[src/rtl/mmio_pkg.sv]
// Shared definitions for the memory-mapped console transmitter: register map,
// STATUS bit layout and the serial framing state encoding.
package mmio_pkg;

  localparam logic [1:0] REG_TXDATA = 2'd0;
  localparam logic [1:0] REG_STATUS = 2'd1;
  localparam logic [1:0] REG_DIV    = 2'd2;
  localparam logic [1:0] REG_RSVD   = 2'd3;

  localparam int STAT_FULL    = 0;
  localparam int STAT_EMPTY   = 1;
  localparam int STAT_BUSY    = 2;
  localparam int STAT_OVF     = 3;
  localparam int STAT_CNT_LSB = 4;

  typedef enum logic [1:0] {
    TX_IDLE  = 2'd0,
    TX_START = 2'd1,
    TX_DATA  = 2'd2,
    TX_STOP  = 2'd3
  } tx_state_e;

  // The STATUS count field is only four bits wide, so deeper FIFOs clamp at 15.
  function automatic logic [3:0] sat_count(input logic [31:0] n);
    return (n > 32'd15) ? 4'hF : n[3:0];
  endfunction

endpackage

[src/rtl/sync_fifo.sv]
// Single-clock FIFO with pointers one bit wider than the index so that full
// and empty are distinguishable; a push into a full FIFO is taken if a pop
// frees the head slot on the same edge.
module sync_fifo #(
  parameter int WIDTH = 8,
  parameter int DEPTH = 8
) (
  input  logic                       clk,
  input  logic                       resetn,
  input  logic                       push_i,
  input  logic [WIDTH-1:0]           push_data_i,
  input  logic                       pop_i,
  output logic [WIDTH-1:0]           pop_data_o,
  output logic                       full_o,
  output logic                       empty_o,
  output logic [$clog2(DEPTH):0]     count_o
);

  localparam int AW = $clog2(DEPTH);

  logic [AW:0]      wr_ptr_q, rd_ptr_q;
  logic [WIDTH-1:0] mem_q [DEPTH];
  logic             do_push, do_pop;

  assign empty_o    = (wr_ptr_q == rd_ptr_q);
  assign full_o     = (wr_ptr_q[AW] != rd_ptr_q[AW]) &&
                      (wr_ptr_q[AW-1:0] == rd_ptr_q[AW-1:0]);
  assign count_o    = wr_ptr_q - rd_ptr_q;
  assign pop_data_o = mem_q[rd_ptr_q[AW-1:0]];

  assign do_pop  = pop_i && !empty_o;
  assign do_push = push_i && (!full_o || do_pop);

  always_ff @(posedge clk or negedge resetn) begin
    if (!resetn) begin
      wr_ptr_q <= '0;
      rd_ptr_q <= '0;
    end else begin
      if (do_push) wr_ptr_q <= wr_ptr_q + 1'b1;
      if (do_pop)  rd_ptr_q <= rd_ptr_q + 1'b1;
    end
  end

  // Storage needs no reset: an entry is only read after it has been written.
  always_ff @(posedge clk) begin
    if (do_push) mem_q[wr_ptr_q[AW-1:0]] <= push_data_i;
  end

endmodule

[src/rtl/mmio_console_tx.sv]
// Memory-mapped 8N1 console transmitter: bus decode, TXDATA/STATUS/DIVISOR
// registers, a byte FIFO and the serial framing state machine.
module mmio_console_tx
  import mmio_pkg::*;
#(
  parameter logic [31:0] BASE_ADDR  = 32'h800,
  parameter int          FIFO_DEPTH = 8,
  parameter logic [15:0] DIV_RESET  = 16'd4
) (
  input  logic        clk,
  input  logic        resetn,
  input  logic [31:0] address,
  input  logic [31:0] wdata,
  input  logic        we,
  output logic [31:0] rdata,
  output logic        sel,
  output logic        tx
);

  localparam int CW = $clog2(FIFO_DEPTH) + 1;

  logic          hit, wr_en, rd_en;
  logic [1:0]    idx;
  logic          push_req, pop;
  logic [7:0]    fifo_head;
  logic          fifo_full, fifo_empty;
  logic [CW-1:0] fifo_count;
  logic [31:0]   status_w;
  logic [15:0]   eff_div;
  logic          unused_wdata;

  logic [31:0] rdata_q, rdata_d;
  logic        sel_q, sel_d;
  logic [15:0] div_q, div_d;
  logic        overflow_q, overflow_d;

  tx_state_e   state_q;
  logic [7:0]  shift_q;
  logic [15:0] period_q;
  logic [15:0] cnt_q;
  logic [2:0]  bit_q;
  logic        tx_q;

  assign hit      = (address[31:4] == BASE_ADDR[31:4]) && (address[1:0] == 2'b00);
  assign idx      = address[3:2];
  assign wr_en    = hit && we;
  assign rd_en    = hit && !we;
  assign push_req = wr_en && (idx == REG_TXDATA);
  assign pop      = (state_q == TX_IDLE) && !fifo_empty;
  assign eff_div  = (div_q == 16'd0) ? 16'd1 : div_q;

  assign unused_wdata = ^wdata[31:16];

  sync_fifo #(
    .WIDTH (8),
    .DEPTH (FIFO_DEPTH)
  ) u_fifo (
    .clk         (clk),
    .resetn      (resetn),
    .push_i      (push_req),
    .push_data_i (wdata[7:0]),
    .pop_i       (pop),
    .pop_data_o  (fifo_head),
    .full_o      (fifo_full),
    .empty_o     (fifo_empty),
    .count_o     (fifo_count)
  );

  always_comb begin
    status_w                       = '0;
    status_w[STAT_FULL]            = fifo_full;
    status_w[STAT_EMPTY]           = fifo_empty;
    status_w[STAT_BUSY]            = (state_q != TX_IDLE);
    status_w[STAT_OVF]             = overflow_q;
    status_w[STAT_CNT_LSB +: 4]    = sat_count(32'(fifo_count));
  end

  // Reads sample the pre-edge state, so a read racing a push/pop sees the old view.
  always_comb begin
    rdata_d    = rdata_q;
    sel_d      = rd_en;
    div_d      = div_q;
    overflow_d = overflow_q;
    if (rd_en) begin
      case (idx)
        REG_TXDATA, REG_STATUS: rdata_d = status_w;
        REG_DIV:                rdata_d = {16'h0000, div_q};
        default:                rdata_d = '0;
      endcase
    end
    if (wr_en && (idx == REG_DIV)) div_d = wdata[15:0];
    if (wr_en && (idx == REG_STATUS) && wdata[STAT_OVF]) overflow_d = 1'b0;
    if (push_req && fifo_full && !pop) overflow_d = 1'b1;
  end

  always_ff @(posedge clk or negedge resetn) begin
    if (!resetn) begin
      rdata_q    <= '0;
      sel_q      <= 1'b0;
      div_q      <= DIV_RESET;
      overflow_q <= 1'b0;
    end else begin
      rdata_q    <= rdata_d;
      sel_q      <= sel_d;
      div_q      <= div_d;
      overflow_q <= overflow_d;
    end
  end

  // Each framing state lasts one bit period, timed by cnt_q counting down to zero.
  always_ff @(posedge clk or negedge resetn) begin
    if (!resetn) begin
      state_q  <= TX_IDLE;
      shift_q  <= '0;
      period_q <= 16'd1;
      cnt_q    <= '0;
      bit_q    <= '0;
      tx_q     <= 1'b1;
    end else begin
      case (state_q)
        TX_IDLE: begin
          tx_q <= 1'b1;
          if (!fifo_empty) begin
            shift_q  <= fifo_head;
            period_q <= eff_div;
            cnt_q    <= eff_div - 16'd1;
            tx_q     <= 1'b0;
            state_q  <= TX_START;
          end
        end
        TX_START: begin
          if (cnt_q == 16'd0) begin
            cnt_q   <= period_q - 16'd1;
            tx_q    <= shift_q[0];
            shift_q <= shift_q >> 1;
            bit_q   <= 3'd0;
            state_q <= TX_DATA;
          end else begin
            cnt_q <= cnt_q - 16'd1;
          end
        end
        TX_DATA: begin
          if (cnt_q == 16'd0) begin
            cnt_q <= period_q - 16'd1;
            bit_q <= bit_q + 3'd1;
            if (bit_q == 3'd7) begin
              tx_q    <= 1'b1;
              state_q <= TX_STOP;
            end else begin
              tx_q    <= shift_q[0];
              shift_q <= shift_q >> 1;
            end
          end else begin
            cnt_q <= cnt_q - 16'd1;
          end
        end
        TX_STOP: begin
          if (cnt_q == 16'd0) begin
            state_q <= TX_IDLE;
          end else begin
            cnt_q <= cnt_q - 16'd1;
          end
        end
        default: state_q <= TX_IDLE;
      endcase
    end
  end

  assign rdata = rdata_q;
  assign sel   = sel_q;
  assign tx    = tx_q;

endmodule

[config.mk]
export PLATFORM = sky130hd
export DESIGN_NAME = mmio_console_tx
export DESIGN_NICKNAME = d
export VERILOG_FILES = /design/src/rtl/mmio_pkg.sv /design/src/rtl/sync_fifo.sv /design/src/rtl/mmio_console_tx.sv
export SDC_FILE = /design/constraint.sdc
export NUM_CORES = 1
export LEC_CHECK = 0
export ABC_AREA = 1
export CAP_MARGIN = 25
export CORE_MARGIN = 3
export CORE_UTILIZATION = 30
export CTS_BUF_LIST = sky130_fd_sc_hd__clkbuf_8
export DETAILED_ROUTE_END_ITERATION = 7
export SYNTH_ARGS = -nofsm -noshare
export SYNTH_HDL_FRONTEND = slang
export SYNTH_SLANG_ARGS = --single-unit
[constraint.sdc]
create_clock -name clk -period 2.8 [get_ports clk]
set_input_delay 0.28 -clock clk [delete_from_list [all_inputs] [get_ports clk]]
set_output_delay 0.28 -clock clk [all_outputs]
set_load 0.005 [all_outputs]
# Yosys cells after proc, flatten, opt, wreduce, memory -nomap -nowiden
# Memory sizes are Yosys's and may differ from the RTL's.
# Index checks and enable logic that the tools add are counted.
[totals]
ramBits = 64
mem_bits_ro = 0
latch_bits = 0
in_bits = 67
regBits = 104
n_memories = 1
elab_cells = 102
output_inout_bits = 34
[mem_list]
columns = ["memory", "depth", "word_bits", "read_ports", "rd_clocked_by_memory_dff", "write_ports", "line", "rtl"]
rows = [
  ["u_fifo.mem_q", 8, 8, 1, 0, 1, "sync_fifo.sv:22", "logic [WIDTH-1:0] mem_q [DEPTH];"],
]
[classes]
n_lt_le_gt_ge = 0
div_mod_pow = 0
n_mul = 0
mux = 29
n_eq_ne = 17
reduce_logical = 35
bitwise = 1
shifts = 0
n_addsub = 7
[ops]
columns = ["op", "count"]
rows = [
  ["$mux W16", 4],
  ["$pmux W16 S3", 1],
  ["$sub A16 B1 Y16 const B", 3],
  ["$logic_not A16 Y1", 2],
  ["$mux W8", 4],
  ["$pmux W16 S2", 1],
  ["$eq A28 B8 Y1 const B", 1],
  ["$pmux W8 S3", 1],
  ["$ne A2 B2 Y1 const B", 7],
  ["$logic_and A1 B1 Y1", 13],
  ["$mux W2", 5],
  ["$reduce_and A5 Y1", 2],
  ["$add A4 B1 Y4 const B", 2],
  ["$mux W1", 8],
  ["$pmux W2 S4", 1],
  ["$eq A2 B2 Y1 const B", 3],
  ["$logic_not A2 Y1", 3],
  ["$mux W3", 2],
  ["$pmux W3 S2", 1],
  ["$reduce_and A3 Y1", 2],
  ["$reduce_bool A2 Y1", 3],
  ["$eq A2 B1 Y1 const B", 2],
  ["$eq A4 B4 Y1", 1],
  ["$logic_not A1 Y1", 4],
  ["other kinds (11)", 13],
]

# Longest topological paths before layout
# Gate-level depths: netlist of run 1.
[depth]
word_depth = 8
depth_mapped = 15
depth_no_buf = 15

# Modules after synthesis
# Synthesis of run 1 repeated with hierarchy kept, for this count alone.
[hier_totals]
cells_unflattened = 1061
area_unflattened_um2 = 8574.5
[by_module_without_submodules]
columns = ["module", "seq_area_each_um2", "area_per_inst_um2", "cells_per_inst", "instances"]
rows = [
  ["mmio_console_tx", 2005.7, 5327.6, 757, 1],
  ["sync_fifo", 2122.0, 3246.9, 304, 1],
]

# Worst setup path before layout of run 1
# OpenSTA, ideal clock, no wires.
[synth_path]
kind = "register to register"
startpoint = "register u_fifo.rd_ptr_q[1]"
endpoint = "memory u_fifo.mem_q[0][0] (enable)"
stages_incl_launch_ff = 11
setup_slack_ns = 0.396
setup_ns = 0.370
n_path_buf = 1
t_arrival_ns = 2.034
period_less_slack_ns = 2.404
t_required_ns = 2.430
path_cell_list = "dfrtp_1 > inv_1 > clkbuf_1 > ha_1 > nand2_1 > nor2_1 > nand2_1 > nor2_1 > nor2_1 > nand2_1 > nor2_1"
[synth_between]
elab_chain_len = 8
word_cells_on_any_way = 11
classes_between = "eq/ne (2); mux (2); reduce/logical (7)"
[synth_lines]
columns = ["element", "line", "rtl"]
rows = [
  ["start: declaration", "sync_fifo.sv:21", "logic [AW:0] wr_ptr_q, rd_ptr_q;"],
  ["start signal: assignment", "sync_fifo.sv:40", "if (do_pop) rd_ptr_q <= rd_ptr_q + 1'b1;"],
  ["$eq A4 B4 Y1", "sync_fifo.sv:25", "assign empty_o = (wr_ptr_q == rd_ptr_q);"],
  ["$logic_not A1 Y1", "sync_fifo.sv:31, mmio_console_tx.sv:49", ""],
  ["$logic_and A1 B1 Y1", "mmio_console_tx.sv:49", "assign pop = (state_q == TX_IDLE) && !fifo_empty;"],
  ["$logic_and A1 B1 Y1", "sync_fifo.sv:31", "assign do_pop = pop_i && !empty_o;"],
  ["$logic_or A1 B1 Y1 *", "sync_fifo.sv:32", "assign do_push = push_i && (!full_o || do_pop);"],
  ["$logic_and A1 B1 Y1 *", "sync_fifo.sv:32", ""],
  ["$mux W1 *", "sync_fifo.sv:46", "if (do_push) mem_q[wr_ptr_q[AW-1:0]] <= push_data_i;"],
  ["$mux W1 (not written as such) *", "sync_fifo.sv:46", ""],
  ["end: declaration", "sync_fifo.sv:22", ""],
]
# Mark *: on every way between the ends. The rest lies on a longest branch, timed or not.

# Worst setup path in the final report of run 1
[layout_path]
startpoint = "register div_q[8]"
endpoint = "register cnt_q[12]"
[layout_between]
elab_chain_len = 5
[layout_lines]
columns = ["element", "line", "rtl"]
rows = [
  ["start: declaration", "mmio_console_tx.sv:34", "logic [15:0] div_q, div_d;"],
  ["start signal: assignment", "mmio_console_tx.sv:105", "div_q <= div_d;"],
  ["$logic_not A16 Y1", "mmio_console_tx.sv:50", "assign eff_div = (div_q == 16'd0) ? 16'd1 : div_q;"],
  ["$mux W16 *", "mmio_console_tx.sv:50", ""],
  ["$sub A16 B1 Y16 *", "mmio_console_tx.sv:126", "cnt_q <= eff_div - 16'd1;"],
  ["$mux W16 *", "mmio_console_tx.sv:123", "if (!fifo_empty) begin"],
  ["$pmux W16 S3 *", "mmio_console_tx.sv:120", "case (state_q)"],
  ["end signal: assignment", "mmio_console_tx.sv:126", ""],
  ["end signal: assignment", "mmio_console_tx.sv:133", "cnt_q <= period_q - 16'd1;"],
  ["end signal: assignment", "mmio_console_tx.sv:139", "cnt_q <= cnt_q - 16'd1;"],
  ["end: declaration", "mmio_console_tx.sv:40", "logic [15:0] cnt_q;"],
]
# Mark *: on every way between the ends. The rest lies on a longest branch, timed or not. The select of a mux whose other input is x is not followed.
# A chain may end at the register's enable or synchronous reset.

==> summary.txt, run 1 <==
STA
  • Final min period: approximately 2.5 ns
  • RSZ-0062 raised after global routing: false
  • Relative slew slack: 58.1%
  • Final Hold Fails: 0
  • Max Clock Skew: 0.0107 ns
  • Worst-Margin Slew: 0.628 ns
  • Final setup violation count: 0
  • FMAX: 397 MHz
  • Final period util: 89.9%
  • Setup ws final: 0.284 ns
  • Fin Setup TNS: 0 ns
  • Slew Limit Fails: 0

Finish
  • Multi-input gate area: 0.00351 mm2
  • Most frequent cells in the layout: 244 x nand2_1, 142 x nor2_1, 92 x o21ai_0
  • Fin nets: about 1.2k
  • Filler cell count: 2709
  • Ratio of cells with drive above 1 in the final layout: about 9.0%
  • Storage element area: 0.00413 mm2
  • ANT cells: 0
  • Commonest non-fill, non-tap cell in the layout: nand2_1
  • Area delta synth->final: 19.8%

Logic synthesis
  • YS warnings: 0
  • Yosys reg bits: 152
  • Mapped Cells: 987
  • Mapped cell area: between 0.008 and 0.009 mm2
  • Avg Inst Size Synth: 8.29 um2
  • Yosys cell types: 45
  • Register area share after synthesis: 50.5%

Floorplanning
  • DIE WIDTH: between 150 and 200 um
  • Rows: 59
  • Core region area: 0.0264 mm2
  • Die height: 171 um
  • Starting Density: slightly above 30%
  • DIE AREA: 0.0293 mm2
  • IO Count: 101

Pwr
  • LEAKAGE: 4.55 nW
  • Pwr Density: 464 mW/mm2
  • Total power: between 4 and 5 mW
  • Maximum VDD drop: around 0.26 mV

Placement
  • Port bufs: a little under 70
  • Routability cong.: around 0.91
  • Final HPWL DP: 16.1 mm
  • Worst slack, placed: roughly 0.015 ns

Clocking
  • CTS tree: built
  • Worst-case clock buffer depth: 2
  • H-tree depth: 4
  • CTS sink cnt: 152
  • CTS clock-pin slew for the worst setup and hold paths: 0.10 ns
  • Worst skew pair latency: roughly 0.46 ns
  • Post-CTS setup buffers: 0
  • Cts bufs inserted: 17
  • Clock root buffer: clkbuf_8

GRT
  • Total Routing Usage GR: 15.3%
  • Largest net degree at the start of global routing: 47
  • Grt ovf: 0
  • First-pass GRT wire length: approximately 35 mm
  • Antenna violations before repair: 0
  • Number of global-route vias before repair: 6604

Drt
  • DR pass1 iterations: 5
  • Number of remaining DRC errors: 0
  • Drt total wl: 21.6 mm
  • Antenna viol nets, final: 0
  • Via count: 6824
  • DRT iter0 DRCs: 560
  • Avg Vias per Cell: 4.78
  • WL/cell: 15.1 um

Setup path
  • CP Launch Type: flop
  • Worst R2R End: cnt_q[12]$_DFFE_PN0P_
  • Critical path data arrival time: 2.91 ns
  • Critical path required time: 3.19 ns
  • Worst setup EP type: flop
  • Reg2Reg Depth: 15
  • Critical R2R Launch: div_q[8]$_DFFE_PN0P_
  • Critical path fanouts, max: 5
  • Reg2Reg Setup Slack: approximately 0.28 ns
  • CP Class: reg2reg
  • CP startpoint: div_q[8]$_DFFE_PN0P_

Status
  • Status: completed

Hold path
  • Hold depth: 3
  • Hold path startpoint: wdata[14]
  • Worst Hold Path EP: div_q[14]$_DFFE_PN0P_
  • Hold Crit Class: in2reg

Run
  • Max cap viols: 0
-- repair_timing --
action	CTS	global route
hold buffers	1	0
endpoints found under the setup margin	0	2
hold endpoints to repair	41	0
gates resized for setup	0	2
-- where the power goes --
| part | total (mW) | internal, mW | leakage (nW) | switching, mW |
|---|---|---|---|---|
| Combinational | 0.326 | 0.137 | 2.54 | 0.189 |
| Clock | 1.82 | 0.850 | 0.218 | 0.972 |
| Sequential | 2.40 | 2.37 | 1.79 | 0.0254 |
-- worst max path at each step --
stage,end,slack (ns),cells after the start
final,cnt_q[12]$_DFFE_PN0P_,0.28,15
after global routing,cnt_q[12]$_DFFE_PN0P_,0.03,15
after CTS,cnt_q[12]$_DFFE_PN0P_,0.24,15
after detailed placement,u_fifo.mem_q[3][3]$_DFFE_PP_,0.02,13
after global placement,u_fifo.mem_q[3][3]$_DFFE_PP_,0.03,13
after floorplan,u_fifo.mem_q[0][0]$_DFFE_PP_,0.40,10
-- sequential cells by signal (all words and copies together) (netlist names), 2 cells and up --
register / count
period_q: 16
u_fifo.rd_ptr_q: 4
u_fifo.mem_q: 64
state_q: 2
rdata: 16
bit_q: 3
div_q: 16
cnt_q: 16
u_fifo.wr_ptr_q: 4
shift_q: 8
-- cells in the mapped netlist, drive strengths merged --
cell type | n | area (um2)
dfstp | 3 | 78.8
fa | 1 | 20.0
edfxtp | 64 | 1920
inv | 93 | 349
mux2i | 8 | 80.1
nand3b | 2 | 15.0
buf | 23 | 174
o21ai | 103 | 523
or2 | 3 | 18.8
clkinv | 1 | 3.75
o21bai | 1 | 7.51
a31oi | 2 | 12.5
xor2 | 20 | 175
nand2 | 249 | 952
o31ai | 8 | 60.1
nor3 | 7 | 40.0
a21oi | 22 | 125
a21o | 1 | 7.51
nor2 | 151 | 597
nand3 | 54 | 283
ha | 14 | 175
xnor2 | 8 | 70.1
and2 | 1 | 6.26
o22ai | 21 | 131
conb | 1 | 3.75
nand4 | 16 | 115
o221ai | 2 | 17.5
dfrtp | 85 | 2130
clkbuf | 22 | 82.6
a22oi | 1 | 7.51
-- area by class of cell --
cell class	instances	share of cell area (%)
flip-flops and latches	152	42.1
clock inverters	15	2.02
repair buffers	105	9.78
clock buffers	17	2.39
well taps	335	4.28
inverters	94	3.60
multi-input cells	711	35.8
-- through the flow --
| step | cell area (um2) | hold slack (ns) | util [%] | instances |
|---|---|---|---|---|
| final | 9800 | 0.369 | 37.1 | 1429 |
| after global routing | 9800 | 0.390 | 37.1 | 1429 |
| after CTS | 9790 | 0.347 | 37.0 | 1429 |
| after detailed placement | 9350 | 0.342 | 35.4 | 1396 |
| after global placement | 9350 | 0.342 | 35.4 | 1396 |
| after floorplan | 8240 | -0.0156 | - | 1002 |
-- worst max-delay path, stage by stage (launching register included) --
cell and delay (ns):
dfrtp_1 0.46, nor2_2 0.08, nand2_1 0.10, nor2_1 0.07, nand3_1 0.11, nand2_1 0.14
inv_1 0.09, ha_1 0.21, nand3_1 0.16, nor2_1 0.24, inv_1 0.08, nor2_1 0.13
o21ai_0 0.09, a21oi_1 0.27, mux2i_1 0.13, nand2_1 0.08
-- cell families (layout without fill, tap and decap cells) --
logic type / count (synthesis) / after routing / synth area share (%)
buf+inv: 139 / 231 / 7.45
xor+xnor: 28 / 28 / 3.00
simple gates: 483 / 483 / 24.8
compound gates: 161 / 161 / 10.9
other cells: 1 / 16 / 0.0458
fa+ha+maj: 15 / 15 / 2.39
flops: 152 / 152 / 50.5
mux: 8 / 8 / 0.979
-- per-layer routing --
layer  routed length (um)  share of wire, %  vias to the layer above  GRT usage, %
met5                    0                 0                        -             0
met4                  369               1.7                        0          4.79
met3                 1080               5.0                       27          2.63
met2                 9770                45                      190          24.5
met1                10400                48                     3198          21.1
li1                     -                 -                     3409             -
(Power assumes the default switching activity.)
==> run 2, diff against run 1 <==
--- a/config.mk
+++ b/config.mk
@@ -6,6 +6,7 @@
 export NUM_CORES = 1
 export LEC_CHECK = 0
 export ABC_AREA = 1
+export ABC_CLOCK_PERIOD_IN_PS = 2700
 export CAP_MARGIN = 25
 export CORE_MARGIN = 3
 export CORE_UTILIZATION = 30
==> constraint.sdc (replaced) <==
create_clock -name clk -period 2.7 [get_ports clk]
set_input_delay 0.27 -clock clk [delete_from_list [all_inputs] [get_ports clk]]
set_output_delay 0.27 -clock clk [all_outputs]
set_load 0.005 [all_outputs]
==> run 2 against run 1 <==
Compared with the run above: count of clock-buffer cells in the layout did not move; global-route usage fell by 0.15 points; sequential share of layout area fell by 0.054 points; combinational power rose by 5%; clock skew rose by 0.0068 ns; final area rose by 0.13%; die area did not move.
==> summary.txt, run 2 (synthesis results as in run 1) <==
Clocking
  • Post-CTS setup buffers: 0 (unchanged)
  • CTS clock-pin slew for the worst setup and hold paths: 0.10 ns (about the same)
  • CTS sink cnt: 152 (unchanged)
  • Cts bufs inserted: 17 (unchanged)
  • Worst skew pair latency: 0.46 ns (about the same)
  • H-tree depth: 4 (unchanged)
  • Clock root buffer: clkbuf_8 (unchanged)
  • Worst-case clock buffer depth: 2 (unchanged)
  • CTS tree: built (unchanged)

Pwr
  • LEAKAGE: 4.55 nW (about the same)
  • Maximum VDD drop: 0.275 mV (was 0.261 mV)
  • Pwr Density: 462 mW/mm2 (was 464 mW/mm2)

Placement
  • Port bufs: 68 (unchanged)
  • Final HPWL DP: 15.9 mm (was 16.1 mm)
  • Placed cells: 1400 (was 1396)
  • Routability cong.: 0.863 (was 0.906)

Setup path
  • Slowest CP cell: dfrtp_1 (unchanged)
  • Cell Chain, Critical Path: nor2_1 -> nand3_1 -> nor2_2 -> nand3_1 -> nand2_1 -> inv_1 -> ha_1 -> nand3_1 -> nor2_1 -> inv_1 -> nor2_1 -> o21ai_1 -> a21oi_2 -> mux2i_1 -> nand2_1 (was nor2_2 -> nand2_1 -> nor2_1 -> nand3_1 -> nand2_1 -> inv_1 -> ha_1 -> nand3_1 -> nor2_1 -> inv_1 -> nor2_1 -> o21ai_0 -> a21oi_1 -> mux2i_1 -> nand2_1)
  • Critical R2R Launch: div_q[12]$_DFFE_PN0P_ (was div_q[8]$_DFFE_PN0P_)
  • Worst setup EP type: flop (unchanged)
  • Worst R2R End: cnt_q[12]$_DFFE_PN0P_ (unchanged)
  • Reg2Reg Depth: 15 (unchanged)
  • Critical path data arrival time: 2.87 ns (was 2.91 ns)
  • Critical path endpoint: cnt_q[12]$_DFFE_PN0P_ (unchanged)
  • Critical path fanouts, max: 7 (was 5)
  • CP Class: reg2reg (unchanged)
  • Reg2Reg Setup Slack: 0.23 ns (was 0.28 ns)
  • CP startpoint: div_q[12]$_DFFE_PN0P_ (was div_q[8]$_DFFE_PN0P_)
  • CP Launch Type: flop (unchanged)
  • CP peak stage delay: 0.51 ns (was 0.46 ns)
  • Critical path required time: 3.10 ns (was 3.19 ns)

STA
  • Slew Limit Fails: 0 (unchanged)
  • Hold slack: 0.238 ns (was 0.369 ns)
  • Fin Setup TNS: 0 ns (unchanged)
  • Worst-Margin Slew: 0.570 ns (was 0.628 ns)
  • Final Hold Fails: 0 (unchanged)
  • Final min period: 2.47 ns (was 2.52 ns)
  • FMAX: 405 MHz (was 397 MHz)
  • Max Clock Skew: 0.0175 ns (was 0.0107 ns)
  • Final period util: 91.4% (was 89.9%)
  • Relative slew slack: 62.0% (was 58.1%)
  • Final setup violation count: 0 (unchanged)

Finish
  • Filler cell count: 2713 (was 2709)
  • Ratio of cells with drive above 1 in the final layout: 9.38% (was 8.96%)
  • Storage element area: 0.00413 mm2 (unchanged)
  • Multi-input gate area: 0.00351 mm2 (about the same)
  • Commonest non-fill, non-tap cell in the layout: nand2_1 (unchanged)
  • Fin nets: 1167 (was 1163)
  • ANT cells: 0 (unchanged)
  • Max reg flops: 64 (unchanged)
  • Finished Layout Cells: 1433 (was 1429)
  • Area delta synth->final: 19.9% (was 19.8%)
  • Most frequent cells in the layout: 244 x nand2_1, 141 x nor2_1, 91 x o21ai_0 (was 244 x nand2_1, 142 x nor2_1, 92 x o21ai_0)

Floorplanning
  • DIE WIDTH: 171 um (unchanged)
  • Starting Density: 31.0% (unchanged)
  • Die height: 171 um (unchanged)
  • Rows: 59 (unchanged)
  • DIE AREA: 0.0293 mm2 (unchanged)
  • Core region area: 0.0264 mm2 (unchanged)
  • IO Count: 101 (unchanged)

Run
  • Max cap viols: 0 (unchanged)

Drt
  • Via count: 6763 (was 6824)
  • Avg Vias per Cell: 4.72 (was 4.78)
  • Drt total wl: 21.5 mm (was 21.6 mm)
  • WL/cell: 15.0 um (was 15.1 um)
  • Number of remaining DRC errors: 0 (unchanged)
  • DR pass1 iterations: 5 (unchanged)
  • DRT iter0 DRCs: 410 (was 560)
  • Antenna viol nets, final: 0 (unchanged)

GRT
  • Number of global-route vias before repair: 6601 (was 6604)
  • First-pass GRT wire length: 34.7 mm (was 34.9 mm)
  • Total Routing Usage GR: 15.1% (was 15.3%)
  • Antenna violations before repair: 0 (unchanged)
  • Grt ovf: 0 (unchanged)
  • Largest net degree at the start of global routing: 62 (was 47)

Status
  • Status: completed (unchanged)

Hold path
  • Hold Crit Class: in2async (was in2reg)
## run 2: cell count changes in the layout (fill, tap and decap cells not counted), sizes merged
| cell | delta |
|---|---|
| clkinvlp | +2 |
| clkinv | +3 |
| bufinv | -2 |
| inv | -3 |
| buf | +4 |
## run 2: worst max-delay path, delay by kind of cell, from the launching register on
family,cells,cell delay (ns)
AO/OA/AOI/OAI,2,0.33
buffers and inverters,2,0.15
AND/OR/NAND/NOR,9,1.12
flip-flops,1,0.51
adder cells (fa/ha/maj),1,0.20
multiplexers,1,0.11
## run 2: what timing repair did
action	4_1_cts	5_1_grt
hold endpoints to repair	27	0
hold buffers	1	0
endpoints found under the setup margin	0	3
gates resized for setup	0	4
## run 2: routing by layer
layer / track usage [%] / wire (um) / part of all wire [%] / vias to the layer above
met5: 0 / 0 / 0 / -
met4: 4.51 / 330 / 1.5 / 0
met3: 3.14 / 1300 / 6.1 / 19
met2: 24.4 / 9750 / 45 / 181
met1: 20.6 / 10100 / 47 / 3140
li1: - / - / - / 3423
## run 2: final cells by class
| cell class | count | area share, % |
|---|---|---|
| Tap cell | 335 | 4.27 |
| Sequential cell | 152 | 42.1 |
| Inverter | 94 | 3.60 |
| Clock buffer | 17 | 2.39 |
| Timing Repair Buffer | 109 | 10.3 |
| Multi-Input combinational cell | 711 | 35.8 |
| Clock inverter | 15 | 1.62 |
## run 2: worst min-delay path by stage
stage | from | end | slack, ns | depth (start not counted)
after floorplan | resetn | bit_q[0]$_DFFE_PN0P_ | -0.03 | 0
final | resetn | cnt_q[11]$_DFFE_PN0P_ | 0.24 | 2
after global routing | resetn | cnt_q[11]$_DFFE_PN0P_ | 0.24 | 2
after CTS | resetn | cnt_q[11]$_DFFE_PN0P_ | 0.23 | 2
after detailed placement | resetn | cnt_q[11]$_DFFE_PN0P_ | 0.18 | 1
after global placement | shift_q[7]$_DFFE_PN0P_ | shift_q[7]$_DFFE_PN0P_ | 0.46 | 2
## run 2: where the power goes
group | internal, mW | total (mW) | switching (mW)
registers | 2.46 | 2.49 | 0.0279
logic | 0.146 | 0.343 | 0.198
clock network | 0.688 | 1.70 | 1.01
## run 2: stage by stage
stage                     util (%)  power [mW]  setup slack, ns  cell area (um2)
after floorplan                  -        2.71            0.296             8240
after global placement        35.5        2.87           0.0534             9370
final                         37.1        4.53            0.233             9810
after global routing          37.1        4.71          -0.0128             9810
after detailed placement      35.6        2.88           0.0748             9400
after CTS                     37.1        4.58            0.180             9800
